--- src/rtl/pixel_op_if.sv ---
// Signal bundle between pixel_op_engine and its host: start/busy/done handshake,
// operation select, source-BRAM read port and destination-BRAM write port.
interface pixel_op_if #(
  parameter int ADDR_W = 14
);
  logic              start;
  logic [1:0]        op;
  logic [7:0]        param;
  logic [ADDR_W-1:0] src_addr;
  logic [7:0]        src_dout;
  logic [ADDR_W-1:0] dst_addr;
  logic [7:0]        dst_din;
  logic              dst_we;
  logic              busy;
  logic              done;

  // master is the host side (controller plus both memories); slave is the engine
  modport master (
    output start, op, param, src_dout,
    input  src_addr, dst_addr, dst_din, dst_we, busy, done
  );
  modport slave (
    input  start, op, param, src_dout,
    output src_addr, dst_addr, dst_din, dst_we, busy, done
  );
endinterface

--- src/rtl/pixel_op_engine.sv ---
// Streams every pixel of the source image through one 8-bit point operation and
// writes the result to the same address of the destination image.
module pixel_op_engine #(
  parameter int NUM_PIXELS = 10000,
  parameter int ADDR_W     = 14,
  parameter int RD_LAT     = 1
) (
  input  logic      clk,
  input  logic      reset,
  pixel_op_if.slave bus
);
  typedef enum logic [1:0] {S_IDLE, S_RUN, S_DRAIN, S_DONE} state_t;
  typedef enum logic [1:0] {OP_COPY, OP_INVERT, OP_BRIGHT, OP_THRESH} op_t;

  localparam logic [ADDR_W-1:0] LAST_ADDR = ADDR_W'(NUM_PIXELS - 1);

  state_t            r_state;
  op_t               r_op;
  logic [7:0]        r_param;
  logic [ADDR_W-1:0] r_src_addr;
  logic [ADDR_W-1:0] r_dst_addr;
  logic [7:0]        r_dst_din;
  logic              r_dst_we;
  logic              r_busy;
  logic              r_done;
  logic [RD_LAT-1:0] r_vld;
  logic [ADDR_W-1:0] r_adr [RD_LAT];

  logic signed [9:0] w_sum;
  logic [7:0]        w_result;

  // NOTE: every output of a combinational block gets a default first, so no
  // path through the case can leave it unassigned and infer a latch.
  always_comb begin
    w_sum    = $signed({2'b00, bus.src_dout}) + $signed({{2{r_param[7]}}, r_param});
    w_result = bus.src_dout;
    unique case (r_op)
      OP_COPY:   w_result = bus.src_dout;
      OP_INVERT: w_result = 8'd255 - bus.src_dout;
      OP_BRIGHT: begin
        if (w_sum < 10'sd0)        w_result = 8'd0;
        else if (w_sum > 10'sd255) w_result = 8'd255;
        else                       w_result = w_sum[7:0];
      end
      OP_THRESH: w_result = (bus.src_dout >= r_param) ? 8'd255 : 8'd0;
    endcase
  end

  // NOTE: the address delay line has no reset; r_vld alone qualifies each slot,
  // so clearing the valid bits is enough to flush it.
  always_ff @(posedge clk) begin
    r_adr[0] <= r_src_addr;
    for (int i = 1; i < RD_LAT; i++) r_adr[i] <= r_adr[i-1];
  end

  // NOTE: sequential state uses <= only, so each register sees pre-edge values
  // regardless of statement order in this block.
  always_ff @(posedge clk) begin
    if (reset) begin
      r_state    <= S_IDLE;
      r_op       <= OP_COPY;
      r_param    <= '0;
      r_src_addr <= '0;
      r_dst_addr <= '0;
      r_dst_din  <= '0;
      r_dst_we   <= 1'b0;
      r_busy     <= 1'b0;
      r_done     <= 1'b0;
      r_vld      <= '0;
    end else begin
      r_vld[0] <= (r_state == S_RUN);
      for (int i = 1; i < RD_LAT; i++) r_vld[i] <= r_vld[i-1];

      // Result stage: address and data only move on a write, otherwise they hold.
      r_dst_we <= r_vld[RD_LAT-1];
      if (r_vld[RD_LAT-1]) begin
        r_dst_addr <= r_adr[RD_LAT-1];
        r_dst_din  <= w_result;
      end

      r_done <= 1'b0;
      unique case (r_state)
        S_IDLE: begin
          if (bus.start) begin
            r_state    <= S_RUN;
            r_op       <= op_t'(bus.op);
            r_param    <= bus.param;
            r_busy     <= 1'b1;
            r_src_addr <= '0;
          end
        end
        S_RUN: begin
          if (r_src_addr == LAST_ADDR) begin
            r_state    <= S_DRAIN;
            r_src_addr <= '0;
          end else begin
            r_src_addr <= r_src_addr + ADDR_W'(1);
          end
        end
        S_DRAIN: begin
          // The cycle showing the final write is the last busy cycle.
          if (r_dst_we && r_dst_addr == LAST_ADDR) begin
            r_state <= S_DONE;
            r_busy  <= 1'b0;
            r_done  <= 1'b1;
          end
        end
        S_DONE: r_state <= S_IDLE;
      endcase
    end
  end

  assign bus.src_addr = r_src_addr;
  assign bus.dst_addr = r_dst_addr;
  assign bus.dst_din  = r_dst_din;
  assign bus.dst_we   = r_dst_we;
  assign bus.busy     = r_busy;
  assign bus.done     = r_done;
endmodule

--- src/flat_wrapper.sv ---
// flat-port wrapper written by rule: the top's interface ports become plain ports
module pixel_op_engine_flat 
#(
  parameter int NUM_PIXELS = 10000,
  parameter int ADDR_W     = 14,
  parameter int RD_LAT     = 1
)
  (clk, reset, bus_start, bus_op, bus_param, bus_src_dout, bus_src_addr, bus_dst_addr, bus_dst_din, bus_dst_we, bus_busy, bus_done);
  pixel_op_if #(.ADDR_W(ADDR_W)) bus_i ();
  input  logic clk;
  input  logic reset;
  input wire logic [$bits(bus_i.start)-1:0] bus_start;
  input wire logic [$bits(bus_i.op)-1:0] bus_op;
  input wire logic [$bits(bus_i.param)-1:0] bus_param;
  input wire logic [$bits(bus_i.src_dout)-1:0] bus_src_dout;
  output wire logic [$bits(bus_i.src_addr)-1:0] bus_src_addr;
  output wire logic [$bits(bus_i.dst_addr)-1:0] bus_dst_addr;
  output wire logic [$bits(bus_i.dst_din)-1:0] bus_dst_din;
  output wire logic [$bits(bus_i.dst_we)-1:0] bus_dst_we;
  output wire logic [$bits(bus_i.busy)-1:0] bus_busy;
  output wire logic [$bits(bus_i.done)-1:0] bus_done;
  assign bus_i.start = bus_start;
  assign bus_i.op = bus_op;
  assign bus_i.param = bus_param;
  assign bus_i.src_dout = bus_src_dout;
  assign bus_src_addr = bus_i.src_addr;
  assign bus_dst_addr = bus_i.dst_addr;
  assign bus_dst_din = bus_i.dst_din;
  assign bus_dst_we = bus_i.dst_we;
  assign bus_busy = bus_i.busy;
  assign bus_done = bus_i.done;
  pixel_op_engine #(.NUM_PIXELS(NUM_PIXELS), .ADDR_W(ADDR_W), .RD_LAT(RD_LAT)) u_core (.clk(clk), .reset(reset), .bus(bus_i));
endmodule
--- config.mk ---
export PLATFORM = sky130hd
export DESIGN_NAME = pixel_op_engine_flat
export DESIGN_NICKNAME = d
export VERILOG_FILES = /design/src/rtl/pixel_op_if.sv /design/src/rtl/pixel_op_engine.sv /design/src/flat_wrapper.sv
export SDC_FILE = /design/constraint.sdc
export NUM_CORES = 1
export LEC_CHECK = 0
export BUFFER_PORTS_ARGS = -buffer_cell sky130_fd_sc_hd__buf_4
export CAP_MARGIN = 20
export CORE_ASPECT_RATIO = 1.25
export CORE_UTILIZATION = 55
export CTS_BUF_LIST = sky130_fd_sc_hd__clkbuf_4 sky130_fd_sc_hd__clkbuf_8 sky130_fd_sc_hd__clkbuf_16
export CTS_CLUSTER_DIAMETER = 80
export DETAILED_ROUTE_END_ITERATION = 8
export GPL_TIMING_DRIVEN = 0
export PLACE_DENSITY = 0.79
export REMOVE_ABC_BUFFERS = 1
export SLEW_MARGIN = 20
export SYNTH_ARGS = -nofsm -noshare
export SYNTH_HDL_FRONTEND = slang
export SYNTH_SLANG_ARGS = --single-unit
export TNS_END_PERCENT = 100
--- constraint.sdc ---
create_clock -name clk -period 6.6 [get_ports clk]
set_input_delay 0.66 -clock clk [delete_from_list [all_inputs] [get_ports clk]]
set_output_delay 0.66 -clock clk [all_outputs]
set_load 0.01 [all_outputs]
After elaboration in Yosys (flattened, before gate mapping). Memory sizes are Yosys's and may differ from the RTL's. A register that Yosys moved wholly into a read port is not among the register bits. Cells that the tools add are included.

Register bits after elaboration: 38. Bits in writable memories: 14. Memories: 1.

Memories: u_core.r_adr (depth 1, width 14, read ports 1, clocked after Yosys merged registers in 1, write ports 1, line pixel_op_engine.sv:27) `logic [ADDR_W-1:0] r_adr [RD_LAT];`.

Add/subtract/negate cells: 3. Order comparisons: 3. Equality and inequality tests: 11. Mux-type cells: 15. Bitwise gates (word level): 1. Reduce and logical (&&, ||, !) cells: 10.

Operators by type and width (count): $pmux W8 S4 (1); $eq A14 B14 Y1 const B (2); $mux W14 (2); $pmux W14 S2 (1); $mux W8 (3); $add A14 B1 Y14 const B (1); $add A9 B8 Y10 (1); $gt A10 B9 Y1 const B (1); $lt A10 B1 Y1 const B (1); $eq A2 B2 Y1 const B (4); $ge A8 B8 Y1 (1); $pmux W2 S4 (1); $sub A8 B8 Y8 const A (1); $mux W2 (3); $reduce_and A3 Y1 (2); $eq A2 B1 Y1 const B (2); $logic_not A2 Y1 (2); $ne A2 B2 Y1 const B (2); $reduce_and A2 Y1 (2); $reduce_bool A2 Y1 (2); $mux W1 (3); $ne A2 B1 Y1 const B (1); $pmux W1 S2 (1); $reduce_or A2 Y1 (1); other kinds (2) (2).

Longest topological paths before layout. Gate-level depths: netlist of run 1.

Word-level depth: 5. Mapped depth: 10. Depth with buffers taken out: 10.

Worst setup path before layout of run 1. No wires, ideal clock.

Path type: input-to-reg. From: in bus_src_dout[0]. To: reg u_core.r_dst_din[0] (netlist: u_core.bus.dst_din[0]). Data arrival time: 2763 ps. Required time: 6520 ps. Path slack: 3757 ps. Cell stages on the path: 10. Cells stage by stage: ha_1 > inv_1 > fa_1 > o21bai_1 > a221oi_1 > nor2_1 > o41ai_2 > mux2_2 > a21o_1 > a211oi_2.

Word-level cells in the longest chain between the ends: 5. Elaborated cells on any way between the ends: 9.

RTL lines: from (decl) (line flat_wrapper.sv:15) `input wire logic [$bits(bus_i.src_dout)-1:0] bus_src_dout;`; $add A9 B8 Y10 (line pixel_op_engine.sv:35) `w_sum = $signed({2'b00, bus.src_dout}) + $signed({{2{r_param[7]}}, r_param});`; $gt A10 B9 Y1 (line pixel_op_engine.sv:42) `else if (w_sum > 10'sd255) w_result = 8'd255;`; $mux W8 (line pixel_op_engine.sv:42); $mux W8 (line pixel_op_engine.sv:41) `if (w_sum < 10'sd0) w_result = 8'd0;`; $pmux W8 S4 * (line pixel_op_engine.sv:37) `unique case (r_op)`; to (signal assigned) (line pixel_op_engine.sv:78) `r_dst_din <= w_result;`; to (decl) (line pixel_op_engine.sv:22) `logic [7:0] r_dst_din;`.

Mark *: on every way between the ends. The rest lies on a longest branch, timed or not. A chain may end at the register's enable or synchronous reset.

Worst setup path after layout of run 1. Same ends and word-level chain as after synthesis.

==> impl_metrics.csv, run 1 <==
group,metric,value,unit
timing,slew_headroom,0.5006,
synth,synthArstFlopShare,0,
placement,pre_cts_slack,3342,ps
synth,netlist_instances,367,
drt,vias,2799,
synth,yosysSeqAreaShare,0.4115,
drt,antenna_left,0,
cts,cts_setup_buffers,0,
timing,post-route-period-util,0.4492,
cts,root_buffer,"clkbuf_8",
drt,wl_per_cell,14.79,um
global_route,grt_max_degree,42,
floorplanning,dieArea,0.006149,sq mm
placement,hpwl,5206,um
layout,multi_input_comb_area,0.001772,sq mm
critical_path,critical_path_class,"in -> reg",
pwr,p_int,0.8031,mW
floorplanning,ioPinCount,60,
pwr,p_sw,0.3948,mW
critical_path,r2r-start,"u_core.r_param[0]$_SDFFE_PP0P_",
floorplanning,num_rows,30,
drt,drc,0,
cts,cts_tree,"built",
synth,synth_seq_cells,66,
cts,clk_latency,350,ps
critical_path,rrSetupSlack,3740,ps
synth,yosysUniqueCellTypes,50,
synth,synth_edf_count,0,
cts,cts.sinks,66,
drt,drtIter0Drc,161,
critical_path,arrival,3240,ps
placement,io_buffers,59,
floorplanning,fp.coreArea,0.005518,sq mm
layout,drive_above_1_share,0.2005,
min_path,hold_path_class,"reg -> reg",
pwr,ir_drop,251.8,uV
layout,seqCellArea,0.001323,sq mm
timing,setup_violations,0,
global_route,overflow,0,
global_route,grt_pass1_wl,12200,um
global_route,grt_pass1_vias,2776,
pwr,p_sw_frac,0.3295,
cts,clk_path_buf_depth,2,
pwr,p_clk_frac,0.322,
synth,synth_ff_type,"dfxtp_1",
min_path,whs_path_depth,0,
layout,syn2layout_area_growth,22.06,%
layout,layout.nets,467,
layout,nFillCells,437,
min_path,worstHoldEndpoint,"u_core.r_adr[0][1]$_DFF_P_",
synth,syn_area,0.003211,sq mm
pwr,power.density,305.7,mW/mm^2
critical_path,crit_path_end_kind,"flip-flop",
cts,cts_max_level,3,
drt,viasPerCell,5.677,
cts,path_clk_slew,70,ps
timing,worst_pin_slew,746.4,ps
timing,fin_crit,2965,ps
critical_path,required,6870,ps
flow_run,cap_violations,0,
timing,worst_clock_skew,10.55,ps
pwr,power.leakage,1.636,nW
critical_path,cp_slowest_stage_delay,510,ps
cts,cts_resized,0,
synth,syn-mean-instance-area,8.748,sq um
timing,hold_violations,0,
critical_path,r2r_end,"u_core.bus.dst_din[0]$_SDFFE_PP0P_",
critical_path,slowest_stage,"o41ai_2",
floorplanning,die_w,70.34,um
cts,cts_made_buffers,9,
floorplanning,die_y,87.42,um
placement,routabilityCongestion,0.9575,
global_route,grt_antenna_before_repair,0,
floorplanning,initial_core_util,0.5819,
layout,diodes,0,
timing,fin_tns_setup,0,ps
timing,maxSlewViolCount,0,
drt,dr.pass1.iters,4,
global_route,grtUsageTotal,0.2522,
timing,fmax,337.3,MHz
critical_path,worstSetupStartpointType,"input port",
min_path,hp-start,"u_core.bus.src_addr[1]$_SDFFE_PP0P_",
pwr,seqPwrFrac,0.403,
pwr,pwr-share-comb,0.275,
critical_path,crit_chain,"buf_4 > ha_1 > inv_1 > fa_1 > o21bai_1 > a221oi_1 > nor2_1 > o41ai_2 > mux2_2 > a21o_1 > a211oi_2",
critical_path,r2r_cells,10,
drt,postRouteWirelength,7291,um
cts,hold_buffers,0,
run_status,status,"finished clean",
timing,worst_slack,3635,ps
critical_path,cp_max_fo,6,
synth,yosysWarnings,0,
timing,grt_setup_unrepaired,"false",
==> final cells by class <==
class | count | area share
Tap cell | 64 | 0.02043
Timing Repair Buffer | 59 | 0.1130
Clock inverter | 6 | 0.02267
Inverter | 20 | 0.01916
Clock buffer | 10 | 0.03512
Sequential cell | 66 | 0.3375
Multi-Input combinational cell | 268 | 0.4521
==> metal layers <==
layer / routed length [um] / track usage / vias up
li1: - / - / 1393
met1: 2965 / 0.2834 / 1302
met2: 3594 / 0.4346 / 76
met3: 429 / 0.05208 / 28
met4: 303 / 0.1582 / 0
met5: 0 / 0 / -
==> synth_stat cells (2+ instances only) <==
master / number / area (sq um)
xor2_1: 10 / 87.58
a31oi_1: 4 / 25.02
ha_1: 21 / 262.8
nor3_1: 4 / 20.02
a211oi_2: 3 / 37.54
nand3_1: 14 / 70.07
a221oi_1: 2 / 17.52
a21o_1: 5 / 37.54
a21oi_1: 30 / 150.1
and3_1: 3 / 18.77
nor2_1: 50 / 187.7
mux2i_1: 16 / 160.2
clkbuf_1: 11 / 41.29
a22oi_1: 2 / 15.01
xnor2_1: 6 / 52.55
o21ai_0: 5 / 25.02
a211o_1: 5 / 43.79
nand2b_1: 2 / 12.51
a211oi_1: 2 / 15.01
o21bai_1: 3 / 22.52
dfxtp_1: 66 / 1321
nor2b_1: 7 / 43.79
a2111oi_1: 5 / 50.05
inv_1: 20 / 75.07
nand4_1: 3 / 18.77
mux2_2: 2 / 22.52
nand2_1: 38 / 142.6
or3_1: 5 / 31.28
nand4b_1: 2 / 17.52
==> cells in the final DEF, fill, tap and decap left out, types with 6 or more instances in the layout <==
cell type / instances
a21oi_1: 30
buf_4: 59
clkbuf_8: 10
dfxtp_1: 65
ha_1: 21
inv_1: 20
mux2i_1: 16
nand2_1: 38
nand3_1: 14
nor2_1: 50
nor2b_1: 7
xnor2_1: 6
xor2_1: 10
==> power groups by stage <==
stage,sequential [mW],clock [mW],combinational (mW)
detailed placement,0.493,0,0.328
CTS,0.483,0.389,0.329
finish,0.483,0.386,0.329
floorplan,0.486,0,0.232
global placement,0.491,0,0.318
global route,0.489,0.405,0.371
==> per-stage QoR <==
step | std cells | area, sq um | util | total power, mW | hold slack (ps)
after floorplan | 354 | 3161 | - | 0.7175 | 405.6
after global placement | 477 | 3684 | 0.6676 | 0.8090 | 388.9
after detailed placement | 477 | 3692 | 0.6692 | 0.8202 | 391.7
after CTS | 493 | 3919 | 0.7102 | 1.201 | 404.1
after global routing | 493 | 3919 | 0.7102 | 1.266 | 415.3
final | 493 | 3919 | 0.7102 | 1.198 | 405.0
==> worst max-delay path, delay by kind of cell <==
kind	cells	cell delay, ps
buffers and inverters	2	190
AOI/OAI and AO/OA	5	1420
and+or+nand+nor	1	120
adders and majority gates	2	400
muxes	1	450
==> how the worst max path moves through the flow <==
| stage | start | end | slack (ps) | depth (start not counted) |
|---|---|---|---|---|
| final | bus_src_dout[0] | u_core.bus.dst_din[0]$_SDFFE_PP0P_ | 3640 | 11 |
| after detailed placement | bus_src_dout[0] | u_core.bus.dst_din[7]$_SDFFE_PP0P_ | 3340 | 11 |
| after global placement | bus_src_dout[0] | u_core.bus.dst_din[0]$_SDFFE_PP0P_ | 3370 | 11 |
| after CTS | bus_src_dout[0] | u_core.bus.dst_din[0]$_SDFFE_PP0P_ | 3690 | 11 |
| after floorplan | bus_src_dout[0] | u_core.bus.dst_din[0]$_SDFFE_PP0P_ | 3760 | 10 |
| after global routing | bus_src_dout[0] | u_core.bus.dst_din[0]$_SDFFE_PP0P_ | 3480 | 11 |
==> registers in the layout (all words and copies together) (netlist names), 2 cells and up <==
name and flops:
u_core.bus.dst_din 8, u_core.r_param 8, u_core.r_adr 14, u_core.bus.src_addr 14
u_core.r_state 2, u_core.r_op 2, u_core.bus.dst_addr 14
==> cell families after synthesis <==
group                      after synthesis  synth area share
DFF                                     66            0.4115
muxes                                   18           0.05690
xor gates and xnor gates                16           0.04365
adders and majority gates               22           0.08807
buffers and inverters                   33           0.03897
AOI/OAI and AO/OA                       77            0.1691
and+or+nand+nor                        135            0.1917
Note: power is estimated with default switching activity, not from simulation.
==> run 2: changes to the inputs <==
clock period = 3 ns   (was 6.6 ns; I/O delays follow)
==> impl_metrics.csv, run 2 (synthesized netlist as in run 1, its figures left out) <==
group,metric,value,unit
cts,cts_tree,"built",
cts,cts_made_buffers,9,
floorplanning,ioPinCount,60,
global_route,grt_max_degree,42,
timing,worst_clock_skew,13.30,ps
pwr,power.leakage,1.641,nW
drt,drtIter0Drc,180,
drt,viasPerCell,5.647,
cts,path_clk_slew,80,ps
cts,clk_path_buf_depth,2,
drt,drc,0,
drt,dr.pass1.iters,4,
min_path,hold_path_class,"in -> reg",
layout,drive_above_1_share,0.2005,
timing,grt_setup_unrepaired,"false",
layout,layout_commonest_cell,"dfxtp_1",
critical_path,crit_chain,"ha_1 > inv_1 > fa_1 > o21bai_1 > a221oi_1 > nor2_1 > o41ai_4 > mux2_2 > a21o_1 > a211oi_2",
cts,clk_latency,350,ps
critical_path,crit_path_end_kind,"flip-flop",
critical_path,slowest_stage,"mux2_2",
critical_path,cp_slowest_stage_delay,430,ps
layout,post-route-util,0.7122,
cts,cts.sinks,66,
timing,slew_headroom,0.4992,
timing,worst_pin_slew,748.5,ps
floorplanning,fp.coreArea,0.005518,sq mm
floorplanning,die_y,87.42,um
floorplanning,initial_core_util,0.5819,
critical_path,required,3270,ps
timing,fmax,361.6,MHz
global_route,grtUsageTotal,0.2522,
drt,vias,2784,
critical_path,worstSetupStartpointType,"flip-flop",
placement,place_area,0.003692,sq mm
layout,layout.nets,467,
critical_path,cp_max_fo,6,
pwr,ir_drop,556.1,uV
timing,setup_violations,0,
critical_path,arrival,3040,ps
floorplanning,dieArea,0.006149,sq mm
pwr,power.density,672.8,mW/mm^2
global_route,grt_pass1_wl,12200,um
drt,wl_per_cell,14.91,um
timing,holdWs,193.8,ps
layout,syn2layout_area_growth,22.41,%
timing,hold_violations,0,
drt,postRouteWirelength,7349,um
placement,hpwl,5206,um
timing,maxSlewViolCount,0,
timing,fin_crit,2766,ps
global_route,grt_pass1_vias,2776,
floorplanning,num_rows,30,
layout,final_area,0.003930,sq mm
floorplanning,die_w,70.34,um
placement,io_buffers,59,
layout,diodes,0,
cts,root_buffer,"clkbuf_8",
flow_run,cap_violations,0,
timing,post-route-period-util,0.9219,
global_route,overflow,0,
run_status,status,"finished clean",
cts,cts_max_level,3,
placement,routabilityCongestion,0.9575,
global_route,grt_antenna_before_repair,0,
timing,fin_tns_setup,0,ps
layout,layout_common_cells,"dfxtp_1, buf_4, nor2_1",
drt,antenna_left,0,
critical_path,critical_path_class,"reg -> reg",
cts,hold_buffers,0,
-- run 2: cell types whose count changed in the layout (fill, tap and decap cells not counted) --
cell,previous run,this run
o41ai_2,1,0
o41ai_4,0,1
-- run 2: layer usage --
metal / global-route usage / wire length (um)
met2: 0.4346 / 3625
met4: 0.1582 / 282
met1: 0.2834 / 3026
met3: 0.05208 / 414
met5: 0 / 0
-- run 2: critical path: cells and delay by family (launching register included) --
family,cells,cell delay (ps)
multiplexers,1,430
flip-flops,1,340
AND/OR/NAND/NOR,1,140
adder cells (fa/ha/maj),2,400
AO/OA/AOI/OAI,5,1320
buffers and inverters,1,70
-- run 2: final cells by class --
cell class              count  area (sq um)
multi-input cells         268          1783
repair buffers             59         442.9
fillers                   434          1588
clock buffers              10         137.6
clock inverters             6         88.84
well taps                  64         80.08
inverters                  20         75.07
flip-flops and latches     66          1323
-- run 2: through the flow --
stage          setup slack [ps]  power, mW  instances
6_report                  234.2      2.644        493
3_5_place_dp              102.2      1.805        477
5_1_grt                   87.25      2.791        493
4_1_cts                   185.5      2.642        493
2_1_floorplan             517.0      1.579        354
3_3_place_gp              127.4      1.780        477
-- run 2: worst paths after layout --
path                                   endpoint  slack (ps)  depth (start not counted)                                 from
min reg2reg          u_core.r_adr[0][1]$_DFF_P_         410                          0  u_core.bus.src_addr[1]$_SDFFE_PP0P_
max reg2reg  u_core.bus.dst_din[0]$_SDFFE_PP0P_         230                         10       u_core.r_param[0]$_SDFFE_PP0P_
min              u_core.r_param[7]$_SDFFE_PP0P_         190                          3                         bus_param[7]
max          u_core.bus.dst_din[0]$_SDFFE_PP0P_         230                         10       u_core.r_param[0]$_SDFFE_PP0P_
-- run 2: what timing repair did --
action	4_1_cts	5_1_grt
hold endpoints to repair	0	0
buffers inserted	0	0
resized for setup	0	1
endpoints found under the setup margin	0	3
-- run 2: where the power goes --
part	leakage [nW]	internal [mW]	switching [mW]	total, mW
combinational	0.997	0.324	0.407	0.730
sequential	0.535	0.954	0.107	1.06
clock	0.109	0.492	0.360	0.852
==> run 3: changes to the inputs <==
==> constraint.sdc (replaced) <==
create_clock -name clk -period 3 [get_ports clk]
set_input_delay 0 -clock clk [delete_from_list [all_inputs] [get_ports clk]]
set_output_delay 0 -clock clk [all_outputs]
set_load 0.01 [all_outputs]
==> impl_metrics.csv, run 3 (synthesized netlist as in run 1, its figures left out) <==
group,metric,value,unit
timing,fin_tns_setup,0,ps
floorplanning,ioPinCount,60,
timing,slew_headroom,0.4592,
placement,pre_cts_slack,219.9,ps
layout,layout.nets,479,
pwr,ir_drop,557.1,uV
timing,grt_setup_unrepaired,"false",
layout,layout_commonest_cell,"dfxtp_1",
drt,postRouteWirelength,7547,um
timing,worst_pin_slew,808.2,ps
cts,cts_made_buffers,9,
global_route,grt_pass1_vias,2855,
floorplanning,initial_core_util,0.5819,
global_route,grt_antenna_before_repair,0,
timing,fmax,362.4,MHz
cts,path_clk_slew,90,ps
layout,post-route-util,0.7340,
floorplanning,num_rows,30,
global_route,overflow,0,
placement,routabilityCongestion,0.9575,
floorplanning,die_y,87.42,um
placement,io_buffers,59,
critical_path,required,3270,ps
layout,final_area,0.004050,sq mm
flow_run,cap_violations,0,
floorplanning,dieArea,0.006149,sq mm
cts,clk_latency,350,ps
floorplanning,fp.coreArea,0.005518,sq mm
critical_path,worstSetupStartpointType,"flip-flop",
pwr,power.leakage,1.691,nW
layout,stdcell_count,505,
drt,drtIter0Drc,186,
min_path,hold_path_class,"in -> reg",
drt,wl_per_cell,14.94,um
cts,cts_tree,"built",
cts,root_buffer,"clkbuf_8",
floorplanning,die_w,70.34,um
cts,cts.sinks,66,
drt,viasPerCell,5.657,
drt,antenna_left,0,
layout,drive_above_1_share,0.1950,
global_route,grtUsageTotal,0.2627,
critical_path,critical_path_class,"reg -> reg",
placement,hpwl,5206,um
global_route,grt_pass1_wl,12720,um
critical_path,arrival,3030,ps
layout,diodes,0,
timing,maxSlewViolCount,0,
drt,vias,2857,
layout,layout_common_cells,"dfxtp_1, buf_4, nor2_1",
drt,drc,0,
cts,clk_path_buf_depth,2,
timing,hold_violations,0,
cts,cts_max_level,3,
critical_path,crit_path_end_kind,"flip-flop",
placement,dp.cells,477,
timing,worst_slack,240.7,ps
pwr,power.density,657.4,mW/mm^2
cts,cts_setup_buffers,0,
timing,post-route-period-util,0.9198,
timing,holdWs,1.087,ps
drt,dr.pass1.iters,4,
placement,place_area,0.003692,sq mm
run_status,status,"finished clean",
timing,fin_crit,2759,ps
layout,syn2layout_area_growth,26.15,%
timing,setup_violations,0,
global_route,grt_max_degree,42,
pwr,p_total,2.662,mW
timing,worst_clock_skew,17.14,ps
critical_path,cp_max_fo,6,
[run 3: cell count changes in the layout (fill, tap and decap cells not counted)]
| cell | before | now |
|---|---|---|
| dlygate4sd3_1 | 0 | 12 |
[run 3: worst max-delay path: stages (launching register included)]
cell and delay [ps]:
dfxtp_1 340, ha_1 200, inv_1 70, fa_1 200, o21bai_1 120, a221oi_1 390, nor2_1 140, o41ai_4 400
mux2_2 430, a21o_1 200, a211oi_2 200
[run 3: path summary, 6_finish.rpt]
path	start	endpoint	slack, ps	cells after the start
max	u_core.r_param[0]$_SDFFE_PP0P_	u_core.bus.dst_din[0]$_SDFFE_PP0P_	240	10
max reg2reg	u_core.r_param[0]$_SDFFE_PP0P_	u_core.bus.dst_din[0]$_SDFFE_PP0P_	240	10
min reg2reg	u_core.bus.src_addr[10]$_SDFFE_PP0P_	u_core.r_adr[0][10]$_DFF_P_	400	0
min	bus_src_dout[5]	u_core.bus.dst_din[5]$_SDFFE_PP0P_	1	3
[run 3: cell type report]
type | count | area, sq um
inverters | 20 | 75.07
clock buffers | 10 | 137.6
well taps | 64 | 80.08
repair buffers | 71 | 563.0
flip-flops and latches | 66 | 1323
clock inverters | 6 | 88.84
fillers | 416 | 1468
multi-input cells | 268 | 1783
[run 3: per-layer routing]
metal	GRT usage	share of wire	wire length, um
met1	0.2986	0.41	3103
met4	0.1473	0.021	161
met3	0.04745	0.064	482
met5	0	0	0
met2	0.4623	0.50	3799
[run 3: report_power, final]
part	internal, mW	leakage (nW)	switching, mW
registers	0.954	0.535	0.108
logic	0.334	1.05	0.414
clock network	0.492	0.109	0.360
[run 3: what timing repair did]
action | in CTS | in global routing
endpoints found under the setup margin | 0 | 3
hold buffers | 12 | 0
resized for setup | 0 | 1
endpoints found under the hold margin | 12 | 0
